===== src/rtl/fifo_pkg.sv =====
// Shared constants, helpers and the access-kind encoding for the parametrised FIFO.
package fifo_pkg;

  function automatic int clog2(input int value);
    int result;
    int rem;
    result = 0;
    rem = value - 1;
    while (rem > 0) begin
      result = result + 1;
      rem = rem >> 1;
    end
    return result;
  endfunction

  function automatic int addr_w(input int depth);
    return clog2(depth);
  endfunction

  // One extra bit so the count can represent DEPTH itself, not just 0..DEPTH-1.
  function automatic int cnt_w(input int depth);
    return clog2(depth) + 1;
  endfunction

  function automatic bit is_pow2(input int value);
    return (value >= 2) && ((value & (value - 1)) == 0);
  endfunction

  // Bit 0 = accepted write, bit 1 = accepted read.
  typedef enum logic [1:0] {
    ACC_NONE = 2'b00,
    ACC_WR   = 2'b01,
    ACC_RD   = 2'b10,
    ACC_BOTH = 2'b11
  } access_e;

endpackage


===== src/rtl/fifo_param_if.sv =====
// Producer/consumer handshake bundle for fifo_param; master drives requests, slave is the FIFO.
interface fifo_param_if
  import fifo_pkg::*;
#(
  parameter int DATA_W = 8,
  parameter int DEPTH  = 8
);
  localparam int CNT_W = cnt_w(DEPTH);

  logic              flush;
  logic              wr_en;
  logic [DATA_W-1:0] data_in;
  logic              full;
  logic              almost_full;
  logic              overflow;
  logic              rd_en;
  logic [DATA_W-1:0] data_out;
  logic              empty;
  logic              almost_empty;
  logic              underflow;
  logic [CNT_W-1:0]  fifo_words;

  modport master (
    output flush, wr_en, data_in, rd_en,
    input  full, almost_full, overflow, data_out, empty, almost_empty, underflow, fifo_words
  );

  modport slave (
    input  flush, wr_en, data_in, rd_en,
    output full, almost_full, overflow, data_out, empty, almost_empty, underflow, fifo_words
  );
endinterface


===== src/rtl/fifo_mem.sv =====
// DEPTH x DATA_W register array: synchronous write, combinational read.
module fifo_mem #(
  parameter int DATA_W = 8,
  parameter int DEPTH  = 8,
  parameter int ADDR_W = 3
) (
  input  logic              clk,
  input  logic              we_i,
  input  logic [ADDR_W-1:0] waddr_i,
  input  logic [DATA_W-1:0] wdata_i,
  input  logic [ADDR_W-1:0] raddr_i,
  output logic [DATA_W-1:0] rdata_o
);

  logic [DATA_W-1:0] mem_q [DEPTH];

  always_ff @(posedge clk) begin
    if (we_i) begin
      mem_q[waddr_i] <= wdata_i;
    end
  end

  assign rdata_o = mem_q[raddr_i];

endmodule


===== src/rtl/fifo_param.sv =====
// Parametrised synchronous FIFO: pointers, occupancy, sticky error flags, flush and
// a choice of registered or first-word-fall-through read data.
module fifo_param
  import fifo_pkg::*;
#(
  parameter int DATA_W   = 8,
  parameter int DEPTH    = 8,
  parameter int AF_LEVEL = 6,
  parameter int AE_LEVEL = 2,
  parameter int FWFT     = 0
) (
  input logic         clk,
  input logic         rst,
  fifo_param_if.slave bus
);

  localparam int ADDR_W = addr_w(DEPTH);
  localparam int CNT_W  = cnt_w(DEPTH);

  if (!is_pow2(DEPTH)) begin : g_bad_depth
    $error("fifo_param: DEPTH must be a power of two and at least 2");
  end
  if (AF_LEVEL < 1 || AF_LEVEL > DEPTH) begin : g_bad_af
    $error("fifo_param: AF_LEVEL must lie in 1..DEPTH");
  end
  if (AE_LEVEL < 0 || AE_LEVEL > DEPTH - 1) begin : g_bad_ae
    $error("fifo_param: AE_LEVEL must lie in 0..DEPTH-1");
  end
  if (DATA_W < 1) begin : g_bad_width
    $error("fifo_param: DATA_W must be at least 1");
  end

  logic [ADDR_W-1:0] wr_ptr_q, wr_ptr_d;
  logic [ADDR_W-1:0] rd_ptr_q, rd_ptr_d;
  logic [CNT_W-1:0]  count_q, count_d;
  logic              overflow_q, overflow_d;
  logic              underflow_q, underflow_d;
  logic [DATA_W-1:0] dout_q, dout_d;
  logic [DATA_W-1:0] mem_rdata;
  logic              is_full, is_empty;
  logic              wr_acc, rd_acc;
  access_e           access;

  assign is_full  = (count_q == CNT_W'(DEPTH));
  assign is_empty = (count_q == '0);
  assign wr_acc   = bus.wr_en && !is_full;
  assign rd_acc   = bus.rd_en && !is_empty;
  assign access   = access_e'({rd_acc, wr_acc});

  fifo_mem #(
    .DATA_W (DATA_W),
    .DEPTH  (DEPTH),
    .ADDR_W (ADDR_W)
  ) u_mem (
    .clk     (clk),
    .we_i    (wr_acc && !bus.flush),
    .waddr_i (wr_ptr_q),
    .wdata_i (bus.data_in),
    .raddr_i (rd_ptr_q),
    .rdata_o (mem_rdata)
  );

  // Flush wins over any request in the same cycle but leaves the read register alone.
  always_comb begin
    wr_ptr_d    = wr_ptr_q;
    rd_ptr_d    = rd_ptr_q;
    count_d     = count_q;
    overflow_d  = overflow_q;
    underflow_d = underflow_q;
    dout_d      = dout_q;
    if (bus.flush) begin
      wr_ptr_d    = '0;
      rd_ptr_d    = '0;
      count_d     = '0;
      overflow_d  = 1'b0;
      underflow_d = 1'b0;
    end else begin
      if (wr_acc) wr_ptr_d = wr_ptr_q + ADDR_W'(1);
      if (rd_acc) begin
        rd_ptr_d = rd_ptr_q + ADDR_W'(1);
        dout_d   = mem_rdata;
      end
      overflow_d  = overflow_q  | (bus.wr_en & is_full);
      underflow_d = underflow_q | (bus.rd_en & is_empty);
      case (access)
        ACC_WR:  count_d = count_q + CNT_W'(1);
        ACC_RD:  count_d = count_q - CNT_W'(1);
        default: count_d = count_q;
      endcase
    end
  end

  always_ff @(posedge clk or posedge rst) begin
    if (rst) begin
      wr_ptr_q    <= '0;
      rd_ptr_q    <= '0;
      count_q     <= '0;
      overflow_q  <= 1'b0;
      underflow_q <= 1'b0;
      dout_q      <= '0;
    end else begin
      wr_ptr_q    <= wr_ptr_d;
      rd_ptr_q    <= rd_ptr_d;
      count_q     <= count_d;
      overflow_q  <= overflow_d;
      underflow_q <= underflow_d;
      dout_q      <= dout_d;
    end
  end

  assign bus.full         = is_full;
  assign bus.empty        = is_empty;
  assign bus.almost_full  = (count_q >= CNT_W'(AF_LEVEL));
  assign bus.almost_empty = (count_q <= CNT_W'(AE_LEVEL));
  assign bus.overflow     = overflow_q;
  assign bus.underflow    = underflow_q;
  assign bus.fifo_words   = count_q;

  // In fall-through mode the head entry is shown directly from the array.
  if (FWFT != 0) begin : g_fwft
    assign bus.data_out = mem_rdata;
  end else begin : g_std
    assign bus.data_out = dout_q;
  end

endmodule


===== src/flat_wrapper.sv =====
// flat-port wrapper written by rule: the top's interface ports become plain ports
module fifo_param_flat import fifo_pkg::*;
#(
  parameter int DATA_W   = 8,
  parameter int DEPTH    = 8,
  parameter int AF_LEVEL = 6,
  parameter int AE_LEVEL = 2,
  parameter int FWFT     = 0
)
  (clk, rst, bus_flush, bus_wr_en, bus_data_in, bus_rd_en, bus_full, bus_almost_full, bus_overflow, bus_data_out, bus_empty, bus_almost_empty, bus_underflow, bus_fifo_words);
  fifo_param_if #(.DATA_W(DATA_W), .DEPTH(DEPTH)) bus_i ();
  input logic clk;
  input logic rst;
  input wire logic [$bits(bus_i.flush)-1:0] bus_flush;
  input wire logic [$bits(bus_i.wr_en)-1:0] bus_wr_en;
  input wire logic [$bits(bus_i.data_in)-1:0] bus_data_in;
  input wire logic [$bits(bus_i.rd_en)-1:0] bus_rd_en;
  output wire logic [$bits(bus_i.full)-1:0] bus_full;
  output wire logic [$bits(bus_i.almost_full)-1:0] bus_almost_full;
  output wire logic [$bits(bus_i.overflow)-1:0] bus_overflow;
  output wire logic [$bits(bus_i.data_out)-1:0] bus_data_out;
  output wire logic [$bits(bus_i.empty)-1:0] bus_empty;
  output wire logic [$bits(bus_i.almost_empty)-1:0] bus_almost_empty;
  output wire logic [$bits(bus_i.underflow)-1:0] bus_underflow;
  output wire logic [$bits(bus_i.fifo_words)-1:0] bus_fifo_words;
  assign bus_i.flush = bus_flush;
  assign bus_i.wr_en = bus_wr_en;
  assign bus_i.data_in = bus_data_in;
  assign bus_i.rd_en = bus_rd_en;
  assign bus_full = bus_i.full;
  assign bus_almost_full = bus_i.almost_full;
  assign bus_overflow = bus_i.overflow;
  assign bus_data_out = bus_i.data_out;
  assign bus_empty = bus_i.empty;
  assign bus_almost_empty = bus_i.almost_empty;
  assign bus_underflow = bus_i.underflow;
  assign bus_fifo_words = bus_i.fifo_words;
  fifo_param #(.DATA_W(DATA_W), .DEPTH(DEPTH), .AF_LEVEL(AF_LEVEL), .AE_LEVEL(AE_LEVEL), .FWFT(FWFT)) u_core (.clk(clk), .rst(rst), .bus(bus_i));
endmodule

===== config.mk =====
export PLATFORM = sky130hd
export DESIGN_NAME = fifo_param_flat
export DESIGN_NICKNAME = d
export VERILOG_FILES = /design/src/rtl/fifo_pkg.sv /design/src/rtl/fifo_param_if.sv /design/src/rtl/fifo_mem.sv /design/src/rtl/fifo_param.sv /design/src/flat_wrapper.sv
export SDC_FILE = /design/constraint.sdc
export NUM_CORES = 1
export LEC_CHECK = 0
export ABC_AREA = 1
export CORE_MARGIN = 2
export CORE_UTILIZATION = 39
export CTS_CLUSTER_DIAMETER = 60
export DETAILED_ROUTE_END_ITERATION = 16
export GPL_ROUTABILITY_DRIVEN = 1
export HOLD_SLACK_MARGIN = 0.03
export PLACE_DENSITY = 0.67
export SETUP_SLACK_MARGIN = 0.05
export SYNTH_ARGS = -nofsm -noshare
export SYNTH_HDL_FRONTEND = slang
export SYNTH_HIERARCHICAL = 1
export SYNTH_SLANG_ARGS = --single-unit

===== constraint.sdc =====
create_clock -name clk -period 1.6 [get_ports clk]
set_input_delay 0.32 -clock clk [delete_from_list [all_inputs] [get_ports clk]]
set_output_delay 0.32 -clock clk [all_outputs]
set_load 0.03 [all_outputs]

==> out/metrics.yaml <==
run_status:
  status: "finished, violations left"
  violated_checks: "negative setup slack"
power_and_ir_drop:
  sequential_share_of_power: 0.383
  combPwrFrac: 0.422
  vdd.ir_drop.worst_mv: 0.606
  netsw_mw: 2.81
  p_total_mw: 7.31
  static-leakage-power_nw: 2.32
  clock_power_share: 0.194
  switching_share: 0.385
  power_per_cell_area_nw_per_um2: 1490
  power.internal_mw: 4.50
floorplanning:
  floorplan.die_area_um2: 10900
  core_region_area_um2: 9770
  io_pins: 31
  die_width_um: 104
  starting_utilization_of_the_core_area: 0.402
  fp-row-count: 36
  die-height_um: 104
route:
  wl_mm: 8.67
  routed-via-count: 2788
  routed_via_density: 4.48
  first_pass_iters: 4
  detailedRoute.firstIterationViolations: 182
  detail_route.wl_per_cell_um: 13.9
  antenna_violating_nets_post_route: 0
  drcViolationCount: 0
grt:
  grt_first_pass_wirelength_mm: 13.7
  gr-usage-all-layers: 0.167
  antenna_found_initial: 0
  grt_start_max_net_pins: 33
  first_global_vias: 2794
  grt_overflow_total: 0
placement:
  port_buffers: 30
  gp_routability_congestion: 0.806
  dp.final_hpwl_mm: 5.99
synthesis:
  synth_top_area_frac: 0.489
  total_of_warnings_raised_by_yosys: 6
  yosys-top-cells-area: "edfxtp_1 (49%), nand2_1 (15%), dfrtp_1 (13%)"
  synth.area.mux_share: 0
  ys_ff_latch: 84
  gate_count_after_technology_mapping: 425
  mappedNetlistNets: 442
  synth_simple_gate_area_share: 0.233
  synth_sequential_area_ratio: 0.616
  synth_fa_ha_area_frac: 0.0127
  synth_area_leader_cell: "edfxtp_1"
  synth.avg_cell_area_um2: 9.25
  fraction_of_the_mapped_netlist_area_in_compound_gates: 0.0210
  yosysUniqueCellTypes: 26
  synth_xor_xnor_area_share: 0.00223
  post_syn_area_um2: 3930
  main_combinational_cell_family_by_area_after_synthesis: "simple AND/OR/NAND/NOR gates"
setup_path:
  critical_path_arrival_ps: 1930
  setup.worst_path.start_class: "flip-flop"
  crit_path_required_time_ps: 1830
  path_max_fanout: 3
  worst_setup_path_category: "flip-flop to flip-flop"
  endpoint_kind: "flip-flop"
sta:
  tightest_slew_ps: 423
  layout_worst_path_cycle_share: 1.06
  finalClockSkew_ps: 11.7
  hold_violations: 0
  timing.max_slew.rel_slack: 0.717
  timing.fmax_ghz: 0.590
  final-max-slew-violation-count: 0
  final_critical_path_setup_slack_ps: -94.5
  setup_violations: 40
  rsz0062_at_grt: "yes"
  timing.setup.tns_ps: -683
  minimum_clock_period_ps: 1690
layout:
  layout_commonest_cell: "nand2_1"
  layout-drive-gt1-share: 0.212
  layout_overhead_on_the_synthesized_area_pct: 24.6
  final_net_count: 502
  number_of_inserted_filler_cells_in_the_final_layout: 878
  layout.cells.most_common_list: "nand2_1 (145), inv_1 (76), edfxtp_1 (64), nand3_1 (38), buf_4 (25)"
  insertedDiodeCount: 0
clock_tree:
  path_clk_slew_ps: 80
  cts_made_buffers: 9
  clock_insertion_delay_worst_skew_ps: 350
  clock-root-buffer: "clkbuf_8"
  clockBufferDepth: 2
  numClockSinks: 84
  h-tree-depth: 3
  cts_tree: "yes"
worst_hold_path:
  worst_hold_path_type: "input pin to async pin"
flow_run:
  cap_viol_max_count: 0
-- cells in the mapped netlist --
cell	instances
nor2_2	2
inv_1	84
a21oi_1	3
xor2_1	1
buf_2	3
buf_6	6
nand3b_1	1
o22ai_1	1
o21ai_1	3
edfxtp_1	64
nand2_4	1
nand2_2	5
nand3_1	38
clkinv_1	2
nor2_1	14
dfrtp_1	20
ha_1	4
o21a_1	2
nand2_1	157
nor2_4	1
a21oi_4	1
buf_4	3
o21ai_0	3
inv_2	3
nand3_2	1
inv_4	2
-- flip-flops by register name (all words and copies together), names as in the netlist --
register / flops
u_core/bus.data_out: 8
u_core/u_mem/mem_q: 64
u_core/rd_ptr_q: 3
u_core/wr_ptr_q: 3
u_core/bus.overflow: 1
u_core/bus.fifo_words: 4
u_core/bus.underflow: 1
-- per-layer routing --
layer / GRT usage / share of wire / vias up / wire, µm
li1: - / - / 1427 / -
met1: 0.212 / 0.44 / 1276 / 3810
met2: 0.271 / 0.48 / 69 / 4150
met3: 0.0326 / 0.058 / 16 / 503
met4: 0.0830 / 0.024 / 0 / 211
met5: 0 / 0 / - / 0
-- final timing paths --
kind,to,slack (ps),cells past startpoint,startpoint
setup / recovery,u_core/bus.fifo_words[3]$_DFFE_PP0P_,-90,12,u_core/bus.fifo_words[1]$_DFFE_PP0P_
hold / removal,u_core/bus.data_out[5]$_DFFE_PP0P_,300,3,rst
setup reg to reg,u_core/bus.fifo_words[3]$_DFFE_PP0P_,-90,12,u_core/bus.fifo_words[1]$_DFFE_PP0P_
hold reg to reg,u_core/bus.data_out[7]$_DFFE_PP0P_,480,2,u_core/bus.data_out[7]$_DFFE_PP0P_
max in group asynchronous,u_core/bus.fifo_words[3]$_DFFE_PP0P_,1050,3,rst
min in group clk,u_core/bus.data_out[7]$_DFFE_PP0P_,480,2,u_core/bus.data_out[7]$_DFFE_PP0P_
-- critical path, stage by stage, from the launching register on --
cell and delay (ps):
dfrtp_2 430, nor2_4 140, buf_6 120, a21oi_4 70
nand2_4 90, inv_2 40, ha_4 260, nand2_2 40
nand3b_1 170, nand2_1 70, nand2_1 40, nand3_1 60
nand2_1 50
-- what timing repair did --
item / in CTS / in global routing
hold endpoints to repair: 0 / 0
cloned: 0 / 0
resized for setup: 43 / 25
buffers inserted: 5 / 5
hold buffers: 0 / 0
pin swaps: 7 / 12
setup endpoints to repair: 85 / 72
-- power by group through the flow --
| stage | registers (mW) | logic, mW | clock network [mW] |
|---|---|---|---|
| 6_report | 2.80 | 3.09 | 1.42 |
| 5_1_grt | 2.83 | 3.38 | 1.55 |
| 4_1_cts | 2.81 | 2.88 | 1.46 |
| 3_5_place_dp | 2.85 | 2.79 | 0 |
| 3_3_place_gp | 2.84 | 2.74 | 0 |
| 2_1_floorplan | 3.14 | 1.59 | 0 |
-- stage by stage --
stage	cell area, µm²	hold WS, ps	instances	utilization	setup WS (ps)
after floorplan	4030	284	425	-	-90.9
after global placement	4560	464	599	0.466	-331
after detailed placement	4560	465	599	0.466	-366
after CTS	4800	302	619	0.491	-91.8
after global routing	4900	331	623	0.501	-201
final	4900	304	623	0.501	-94.5
-- cells by family after synthesis --
logic type / after synthesis
xor+xnor: 1
buf+inv: 103
flops: 84
fa+ha+maj: 4
compound gates: 13
simple gates: 220
-- cell type report --
type                       instances  area (µm²)  area share
clock buffer                      11         131      0.0268
sequential                        84        2430       0.495
tap                              133         166      0.0340
clock inverter                     5        51.3      0.0105
multi-input combinational        238        1240       0.254
inverter                          91         347      0.0707
timing repair buffer              61         532       0.109
No activity file was read; power rests on OpenSTA's default activity.
